==> src/rtl/gpio_pkg.sv <==
// Shared register offsets and helpers for the GPIO dbus peripheral.
package gpio_pkg;

  // Register select values carried on wb_dbus_adr[4:2].
  localparam logic [2:0] REG_OUT     = 3'd0;
  localparam logic [2:0] REG_DIR     = 3'd1;
  localparam logic [2:0] REG_IN      = 3'd2;
  localparam logic [2:0] REG_RISE_EN = 3'd3;
  localparam logic [2:0] REG_FALL_EN = 3'd4;
  localparam logic [2:0] REG_STATUS  = 3'd5;
  localparam logic [2:0] REG_SET     = 3'd6;
  localparam logic [2:0] REG_CLR     = 3'd7;

  // Expand the four byte-lane enables into a 32-bit bit mask.
  function automatic logic [31:0] byte_mask(input logic [3:0] sel);
    return {{8{sel[3]}}, {8{sel[2]}}, {8{sel[1]}}, {8{sel[0]}}};
  endfunction

endpackage

==> src/rtl/gpio_sync.sv <==
// Pin input conditioning: multi-stage synchroniser, one delay flop for edge
// detection, and a prime counter that suppresses edges right after reset.
module gpio_sync #(
  parameter int unsigned WIDTH       = 8,
  parameter int unsigned SYNC_STAGES = 2
) (
  input  logic             i_clk,
  input  logic             i_rst_n,
  input  logic [WIDTH-1:0] i_pins,
  output logic [WIDTH-1:0] o_sync,
  output logic [WIDTH-1:0] o_rise,
  output logic [WIDTH-1:0] o_fall
);

  // The pipeline and prev flop both start at 0, so a pin held high through
  // reset would look like a rise until the data has fully propagated.
  localparam int unsigned PrimeMax = SYNC_STAGES + 1;
  localparam int unsigned CntW     = $clog2(PrimeMax + 1);

  logic [WIDTH-1:0] r_stage [SYNC_STAGES];
  logic [WIDTH-1:0] r_prev;
  logic [CntW-1:0]  r_prime_cnt;
  logic             w_primed;

  assign w_primed = (r_prime_cnt == CntW'(PrimeMax));

  // Shift raw pins through the synchroniser, then into the prev flop.
  always_ff @(posedge i_clk or negedge i_rst_n) begin
    if (!i_rst_n) begin
      for (int i = 0; i < SYNC_STAGES; i++) begin
        r_stage[i] <= '0;
      end
      r_prev <= '0;
    end else begin
      r_stage[0] <= i_pins;
      for (int i = 1; i < SYNC_STAGES; i++) begin
        r_stage[i] <= r_stage[i-1];
      end
      r_prev <= r_stage[SYNC_STAGES-1];
    end
  end

  // Count clocks after reset release and saturate once edges become trustworthy.
  always_ff @(posedge i_clk or negedge i_rst_n) begin
    if (!i_rst_n) begin
      r_prime_cnt <= '0;
    end else if (!w_primed) begin
      r_prime_cnt <= r_prime_cnt + 1'b1;
    end
  end

  assign o_sync = r_stage[SYNC_STAGES-1];
  assign o_rise = o_sync & ~r_prev & {WIDTH{w_primed}};
  assign o_fall = ~o_sync & r_prev & {WIDTH{w_primed}};

endmodule

==> src/rtl/gpio_port.sv <==
// Wishbone dbus GPIO slave: per-pin direction, synchronised input readback,
// atomic set/clear of OUT, and rise/fall edge capture into a W1C STATUS with a
// single level interrupt.
module gpio_port #(
  parameter int unsigned ADDR        = 0,
  parameter int unsigned AWIDTH      = 8,
  parameter int unsigned WIDTH       = 8,
  parameter int unsigned SYNC_STAGES = 2
) (
  input  logic             wb_clk,
  input  logic             wb_rst_n,
  input  logic [31:0]      wb_dbus_adr,
  input  logic [31:0]      wb_dbus_dat,
  input  logic [3:0]       wb_dbus_sel,
  input  logic             wb_dbus_we,
  input  logic             wb_dbus_cyc,
  output logic [31:0]      rdt,
  output logic             ack,
  input  logic [WIDTH-1:0] gpio_in,
  output logic [WIDTH-1:0] gpio_out,
  output logic [WIDTH-1:0] gpio_oe,
  output logic             irq
);

  import gpio_pkg::*;

  localparam logic [AWIDTH-1:0] AddrMatch = AWIDTH'(ADDR);

  logic             r_ack;
  logic [31:0]      r_rdt;
  logic [WIDTH-1:0] r_out;
  logic [WIDTH-1:0] r_dir;
  logic [WIDTH-1:0] r_rise_en;
  logic [WIDTH-1:0] r_fall_en;
  logic [WIDTH-1:0] r_status;

  logic [WIDTH-1:0] w_out_d;
  logic [WIDTH-1:0] w_dir_d;
  logic [WIDTH-1:0] w_rise_en_d;
  logic [WIDTH-1:0] w_fall_en_d;
  logic [WIDTH-1:0] w_status_d;
  logic [WIDTH-1:0] w_w1c;
  logic [WIDTH-1:0] w_capture;

  logic             w_hit;
  logic             w_sel;
  logic             w_wr;
  logic             w_rd;
  logic [2:0]       w_reg;
  logic [31:0]      w_mask32;
  logic [WIDTH-1:0] w_mask;
  logic [WIDTH-1:0] w_wdat;
  logic [31:0]      w_rdata;

  logic [WIDTH-1:0] w_sync;
  logic [WIDTH-1:0] w_rise;
  logic [WIDTH-1:0] w_fall;

  // Address bits outside the decode and register fields are intentionally ignored.
  logic             w_unused;
  assign w_unused = ^{wb_dbus_adr, wb_dbus_dat, w_mask32};

  gpio_sync #(
    .WIDTH       (WIDTH),
    .SYNC_STAGES (SYNC_STAGES)
  ) u_sync (
    .i_clk   (wb_clk),
    .i_rst_n (wb_rst_n),
    .i_pins  (gpio_in),
    .o_sync  (w_sync),
    .o_rise  (w_rise),
    .o_fall  (w_fall)
  );

  // ~ack keeps a master that still holds cyc from getting back-to-back acks.
  assign w_hit    = (wb_dbus_adr[31:32-AWIDTH] == AddrMatch);
  assign w_sel    = wb_dbus_cyc & w_hit & ~r_ack;
  assign w_wr     = w_sel & wb_dbus_we;
  assign w_rd     = w_sel & ~wb_dbus_we;
  assign w_reg    = wb_dbus_adr[4:2];
  assign w_mask32 = byte_mask(wb_dbus_sel);
  assign w_mask   = w_mask32[WIDTH-1:0];
  assign w_wdat   = wb_dbus_dat[WIDTH-1:0];

  assign w_capture = (w_rise & r_rise_en) | (w_fall & r_fall_en);

  // Next-state for the register file; STATUS gives new captures priority over W1C.
  always_comb begin
    w_out_d     = r_out;
    w_dir_d     = r_dir;
    w_rise_en_d = r_rise_en;
    w_fall_en_d = r_fall_en;
    w_w1c       = '0;
    if (w_wr) begin
      case (w_reg)
        REG_OUT:     w_out_d     = (r_out & ~w_mask) | (w_wdat & w_mask);
        REG_DIR:     w_dir_d     = (r_dir & ~w_mask) | (w_wdat & w_mask);
        REG_RISE_EN: w_rise_en_d = (r_rise_en & ~w_mask) | (w_wdat & w_mask);
        REG_FALL_EN: w_fall_en_d = (r_fall_en & ~w_mask) | (w_wdat & w_mask);
        REG_STATUS:  w_w1c       = w_wdat;
        REG_SET:     w_out_d     = r_out | w_wdat;
        REG_CLR:     w_out_d     = r_out & ~w_wdat;
        default:     ;
      endcase
    end
    w_status_d = (r_status & ~w_w1c) | w_capture;
  end

  // Read mux; write-only and unused bits return 0.
  always_comb begin
    w_rdata = '0;
    case (w_reg)
      REG_OUT:     w_rdata[WIDTH-1:0] = r_out;
      REG_DIR:     w_rdata[WIDTH-1:0] = r_dir;
      REG_IN:      w_rdata[WIDTH-1:0] = w_sync;
      REG_RISE_EN: w_rdata[WIDTH-1:0] = r_rise_en;
      REG_FALL_EN: w_rdata[WIDTH-1:0] = r_fall_en;
      REG_STATUS:  w_rdata[WIDTH-1:0] = r_status;
      default:     w_rdata = '0;
    endcase
  end

  // Bus handshake, read data and register state all update on the acking edge.
  always_ff @(posedge wb_clk or negedge wb_rst_n) begin
    if (!wb_rst_n) begin
      r_ack     <= 1'b0;
      r_rdt     <= '0;
      r_out     <= '0;
      r_dir     <= '0;
      r_rise_en <= '0;
      r_fall_en <= '0;
      r_status  <= '0;
    end else begin
      r_ack     <= w_sel;
      r_rdt     <= w_rd ? w_rdata : '0;
      r_out     <= w_out_d;
      r_dir     <= w_dir_d;
      r_rise_en <= w_rise_en_d;
      r_fall_en <= w_fall_en_d;
      r_status  <= w_status_d;
    end
  end

  assign ack      = r_ack;
  assign rdt      = r_rdt;
  assign gpio_out = r_out;
  assign gpio_oe  = r_dir;
  assign irq      = |r_status;

endmodule

==> config.mk <==
export PLATFORM = sky130hd
export DESIGN_NAME = gpio_port
export DESIGN_NICKNAME = d
export VERILOG_FILES = /design/src/rtl/gpio_pkg.sv /design/src/rtl/gpio_sync.sv /design/src/rtl/gpio_port.sv
export SDC_FILE = /design/constraint.sdc
export NUM_CORES = 1
export LEC_CHECK = 0
export ABC_AREA = 1
export BUFFER_PORTS_ARGS = -buffer_cell sky130_fd_sc_hd__buf_4
export CAP_MARGIN = 20
export CORE_ASPECT_RATIO = 1.25
export CORE_MARGIN = 2
export CORE_UTILIZATION = 45
export DETAILED_ROUTE_END_ITERATION = 16
export PLACE_DENSITY_LB_ADDON = 0.1
export SETUP_SLACK_MARGIN = 0.05
export SYNTH_ARGS = -nofsm -noshare
export SYNTH_HDL_FRONTEND = slang
export SYNTH_SLANG_ARGS = --single-unit
==> constraint.sdc <==
create_clock -name wb_clk -period 1.2 [get_ports wb_clk]
set_input_delay 0.24 -clock wb_clk [delete_from_list [all_inputs] [get_ports wb_clk]]
set_output_delay 0.24 -clock wb_clk [all_outputs]
set_load 0.01 [all_outputs]
Yosys cells after proc, flatten, opt, wreduce, memory -nomap -nowiden
Cells that the tools add are included.

storage, ports and cells
  output and inout bits = 50
  word-level logic and storage cells = 64
  input bits = 80
  bits in latches = 0
  ROM bits = 0
  memories kept = 0
  RAM bits = 0
  register bits after elaboration = 75

cells by class
  magnitude comparators = 0
  bitwise operators = 31
  muxes and demuxes = 5
  $mul = 0
  shift-type cells = 0
  reduce and logical (&&, ||, !) cells = 8
  add/sub/neg operators = 1
  eq/ne operators = 8
  div/mod/pow operators = 0

operators with widths
  kind                                                  count
  bitwise AND 8 bit                                     13
  bitwise OR 8 bit                                      7
  case mux 8 bit (6 select lines)                       1
  inverter 8 bit                                        5
  2-to-1 mux 8 bit                                      3
  case mux 8 bit (3 select lines)                       1
  equality test 3 bit (second input constant)           4
  zero test 8 bit                                       1
  AND reduction 2 bit                                   4
  OR reduction 8 bit                                    1
  equality test 3 x 2 -> 1 bit (second input constant)  2
  bitwise AND 1 bit                                     4
  equality test 3 x 1 -> 1 bit (second input constant)  1
  zero test 3 bit                                       1
  nonzero test 3 bit                                    1
  adder 2 x 1 -> 2 bit (second input constant)          1
  equality test 2 bit (second input constant)           1
  inverter 1 bit                                        2

Depth between registers and ports, before layout
  depth in word-level cells = 8
  depth in mapped cells = 9
  depth with buffers taken out = 7

Cells and area by module
A second synthesis with hierarchy kept.

second synthesis, totals
  cell total of the unflattened synthesis = 454
  area, all modules = 3757.4 sq um

by module, submodules not included
  module     area an instance (sq um)  times used  cells an instance  seq. area each (sq um)
  gpio_port  2857.7                    1           377                1226.2
  gpio_sync  899.6                     1           77                 650.6

Least setup slack after synthesis
Ideal clock, no wire load.

  kind = register to register
  start = register r_ack, in the netlist ack
  end = register (tool-made name)
  arrival = 1.163 ns
  path slack = -0.082 ns
  data required time = 1.081 ns
  path buffers = 0
  period minus slack after synthesis = 1.282 ns
  setup time = 0.119 ns
  cell stages (with the launch flop) = 7
  cells stage by stage = dfrtp_1 -> nor2_1 -> nand2_1 -> nor2_2 -> nand4_1 -> nand2_1 -> nand2_1

RTL lines
  what                      line              text
  start: declaration        gpio_port.sv:29   logic r_ack;
  start signal: assignment  gpio_port.sv:134  r_ack <= w_sel;

Final worst setup path
  start = register r_status[3]
  end = output port irq

on the way
  longest elaborated chain between the ends = 1

ends and longest elaborated chain
  what                      line              text
  start: declaration        gpio_port.sv:35   logic [WIDTH-1:0] r_status;
  start signal: assignment  gpio_port.sv:140  r_status <= w_status_d;
  OR reduction 8 bit        gpio_port.sv:148  assign irq = |r_status;
  end: declaration          gpio_port.sv:22   output logic irq

No other way between the ends.

==> impl_metrics.env <==
export IMPL_final_util_pct=65.13
export IMPL_grt_first_pass_wirelength_mm=15.70
export IMPL_crit_family="simple AND/OR/NAND/NOR gates"
export IMPL_cap_violations=0
export IMPL_grtUsageTotal_pct=23.31
export IMPL_failed_checks="setup timing"
export IMPL_status="finished, violations left"
export IMPL_rsz0062_at_grt="yes"
export IMPL_numClockSinks=75
export IMPL_post_drt_wl_per_cell_um=15.70
export IMPL_hold_viol_final=0
export IMPL_synth_simple_gate_area_share_pct=30.34
export IMPL_viasPerCell=5.189
export IMPL_cp_num_buf_inv=1
export IMPL_rows=36
export IMPL_netlist_area_um2=3592
export IMPL_crit_path_cell_trace="nor4_2 > nand2_1 > buf_6"
export IMPL_crit_arrival_ns=1.32
export IMPL_clock_skew_ns=0.005668
export IMPL_synth_xor_area_share_pct=0.2438
export IMPL_grt_ovfl_total=0
export IMPL_post_dp_hpwl_mm=6.349
export IMPL_postRouteWirelength_mm=10.13
export IMPL_syn_to_final_growth_pct=41.27
export IMPL_slew_viol_final=0
export IMPL_n_antenna_cell=0
export IMPL_antenna_found_initial=0
export IMPL_ios=130
export IMPL_setup_viol=49
export IMPL_die_area_um2=8718
export IMPL_drt_first_pass_iters=4
export IMPL_crit_fanout=2
export IMPL_root_buffer="clkbuf_8"
export IMPL_syn_area_per_cell_um2=8.656
export IMPL_worst_setup_path_type="flip-flop to output port"
export IMPL_synth_fa_ha_area_share_pct=0.3483
export IMPL_cp_slowest_stage_delay_ns=0.40
export IMPL_grt_pass1_vias=3103
export IMPL_yosysUniqueCellTypes=30
export IMPL_postSynthCellCount=415
export IMPL_die_w_um=83.92
export IMPL_grt_max_degree=76
export IMPL_cts_buffers=9
export IMPL_coreArea_um2=7792
export IMPL_slowest_stage="dfrtp_1"
export IMPL_fmax_ghz=0.6393
export IMPL_setup_ws_ns=-0.3643
export IMPL_start_kind="flip-flop"
export IMPL_die_h_um=103.9
export IMPL_ys_seq_area_share_pct=52.25
export IMPL_io_buffer_count=57
export IMPL_cp_end_kind="output port"
export IMPL_power_leakage_nw=2.469
export IMPL_yosys_warnings=0
export IMPL_hold_class="input port to flip-flop"
export IMPL_vdd_drop_max_v=0.0008106
export IMPL_nNetsFinal=626
export IMPL_vias=3347
export IMPL_cp_required_ns=0.96
export IMPL_cellPowerDensity_nw_per_um2=1010
export IMPL_drtAntennaViolNets=0
export IMPL_clock_insertion_delay_worst_skew_ns=0.35
export IMPL_initial_core_util_pct=46.10
export IMPL_yosys_register_bits=75
export IMPL_drive_gt1_share_pct=35.09
export IMPL_synth_top_family_by_area="simple AND/OR/NAND/NOR gates"
export IMPL_gp_congestion=0.8155
export IMPL_timing_final_crit_share_pct=130.4
export IMPL_drt_initial_drc_count=161
export IMPL_synth_compound_area_share_pct=6.130
export IMPL_remaining_drc_errors=0
export IMPL_path_clk_slew_ns=0.08
export IMPL_h_tree_depth=3
export IMPL_clockBufferDepth=2
export IMPL_synth_mux_area_share_pct=0.3135
export IMPL_min_period_ns=1.564
export IMPL_hold_slack_ns=0.1846
export IMPL_cts_tree="done"
stage by stage:
| stage | TNS, ns | cells | instance area [um2] | worst slack (ns) | power, mW |
|---|---|---|---|---|---|
| 6_report | -7.808 | 645 | 5075 | -0.3643 | 5.125 |
| 5_1_grt | -11.88 | 645 | 5075 | -0.4183 | 5.345 |
| 4_1_cts | -7.888 | 635 | 4906 | -0.3671 | 5.170 |
| 3_5_place_dp | -10.28 | 592 | 4337 | -0.2987 | 3.134 |
| 3_3_place_gp | -9.387 | 592 | 4337 | -0.2714 | 3.127 |
| 2_1_floorplan | -1.101 | 438 | 3701 | -0.05357 | 2.896 |
metal layers:
metal / GRT usage [%] / routed length, um / up-vias
met5: 0 / 0 / -
met4: 8.410 / 173 / 0
met3: 5.079 / 543 / 13
met2: 38.29 / 5140 / 109
met1: 30.36 / 4269 / 1628
li1: - / - / 1597
final cells by class:
type,instances,area (um2)
clock inverters,3,46.29
multi-input cells,296,1569
inverters,27,101.3
flip-flops and latches,75,1877
well taps,95,118.9
clock buffers,13,158.9
fillers,683,2718
repair buffers,136,1204
power breakdown:
part,internal (mW),total (mW),switching [mW]
clock network,1.08,1.99,0.914
registers,2.57,2.59,0.0246
logic,0.217,0.535,0.318
total,3.87,5.12,1.26
worst paths after layout:
| check | from | end | slack [ns] | cells past startpoint |
|---|---|---|---|---|
| max | r_status[3] | irq | -0.36 | 3 |
| min | wb_dbus_dat[3] | flip-flop | 0.18 | 3 |
| max reg2reg | ack | flip-flop | -0.23 | 8 |
| min reg2reg | u_sync.r_stage[11] | u_sync.o_sync[3] | 0.35 | 0 |
| max in group asynchronous | wb_rst_n | asynchronous set/reset pin | 0.38 | 3 |
| min in group asynchronous | wb_rst_n | asynchronous set/reset pin | 0.44 | 3 |
cell families (layout without fill, tap and decap cells):
family,Yosys count,in the layout
adder cells (fa/ha/maj),1,1
flip-flops,75,75
AO/OA/AOI/OAI,43,43
buffers and inverters,67,179
AND/OR/NAND/NOR,226,226
other,1,24
multiplexers,1,1
XOR/XNOR,1,1
synthesized netlist by cell type, drive strengths merged:
cell    count  area share, %
nand2     132             14
a21oi      14            2.0
conb        1           0.10
nor4        2           0.35
nor3        3            1.0
nand3b      6            1.3
inv        27            2.8
buf        35            6.9
o21bai      1           0.21
xnor2       1           0.24
ha          1           0.35
clkbuf      5           0.52
a21boi      1           0.21
nand4      51            9.1
nand3       6            1.1
mux2        1           0.31
or2         8            1.4
nor2       18            2.3
dfrtp      75             52
o21ai      27            3.8
cell usage in the layout, fill, tap and decap left out, types with 2 or more instances in the layout:
cell | netlist | final
clkbuf_8 | 0 | 11
nor2_1 | 14 | 14
inv_2 | 4 | 4
nand3b_1 | 6 | 6
nand4_1 | 50 | 50
buf_12 | 0 | 5
o21ai_0 | 19 | 18
a21oi_2 | 0 | 8
nand2_2 | 1 | 12
clkbuf_1 | 5 | 2
buf_4 | 27 | 104
dfrtp_1 | 75 | 75
buf_6 | 1 | 16
nor2_4 | 1 | 2
o21ai_1 | 8 | 3
nand2_1 | 131 | 119
nor2_2 | 3 | 2
nor3_4 | 1 | 2
a21oi_1 | 14 | 6
or2_2 | 8 | 8
inv_1 | 23 | 23
dlygate4sd3_1 | 0 | 9
nor4_2 | 0 | 2
o21ai_2 | 0 | 6
nand3_1 | 4 | 4
conb_1 | 1 | 24
tightest hold or removal path: cells and delay by family:
kind	cells	cell delay [ns]
buffers and inverters	1	0.14
AND/OR/NAND/NOR	2	0.12
what timing repair did:
action	in CTS	in global routing
gates cloned	2	1
endpoints found under the hold margin	83	0
gates resized for setup	23	27
buffers inserted	16	10
setup endpoints to repair	63	63
hold buffers	9	0
pin swaps	6	18
(Power assumes the default switching activity.)
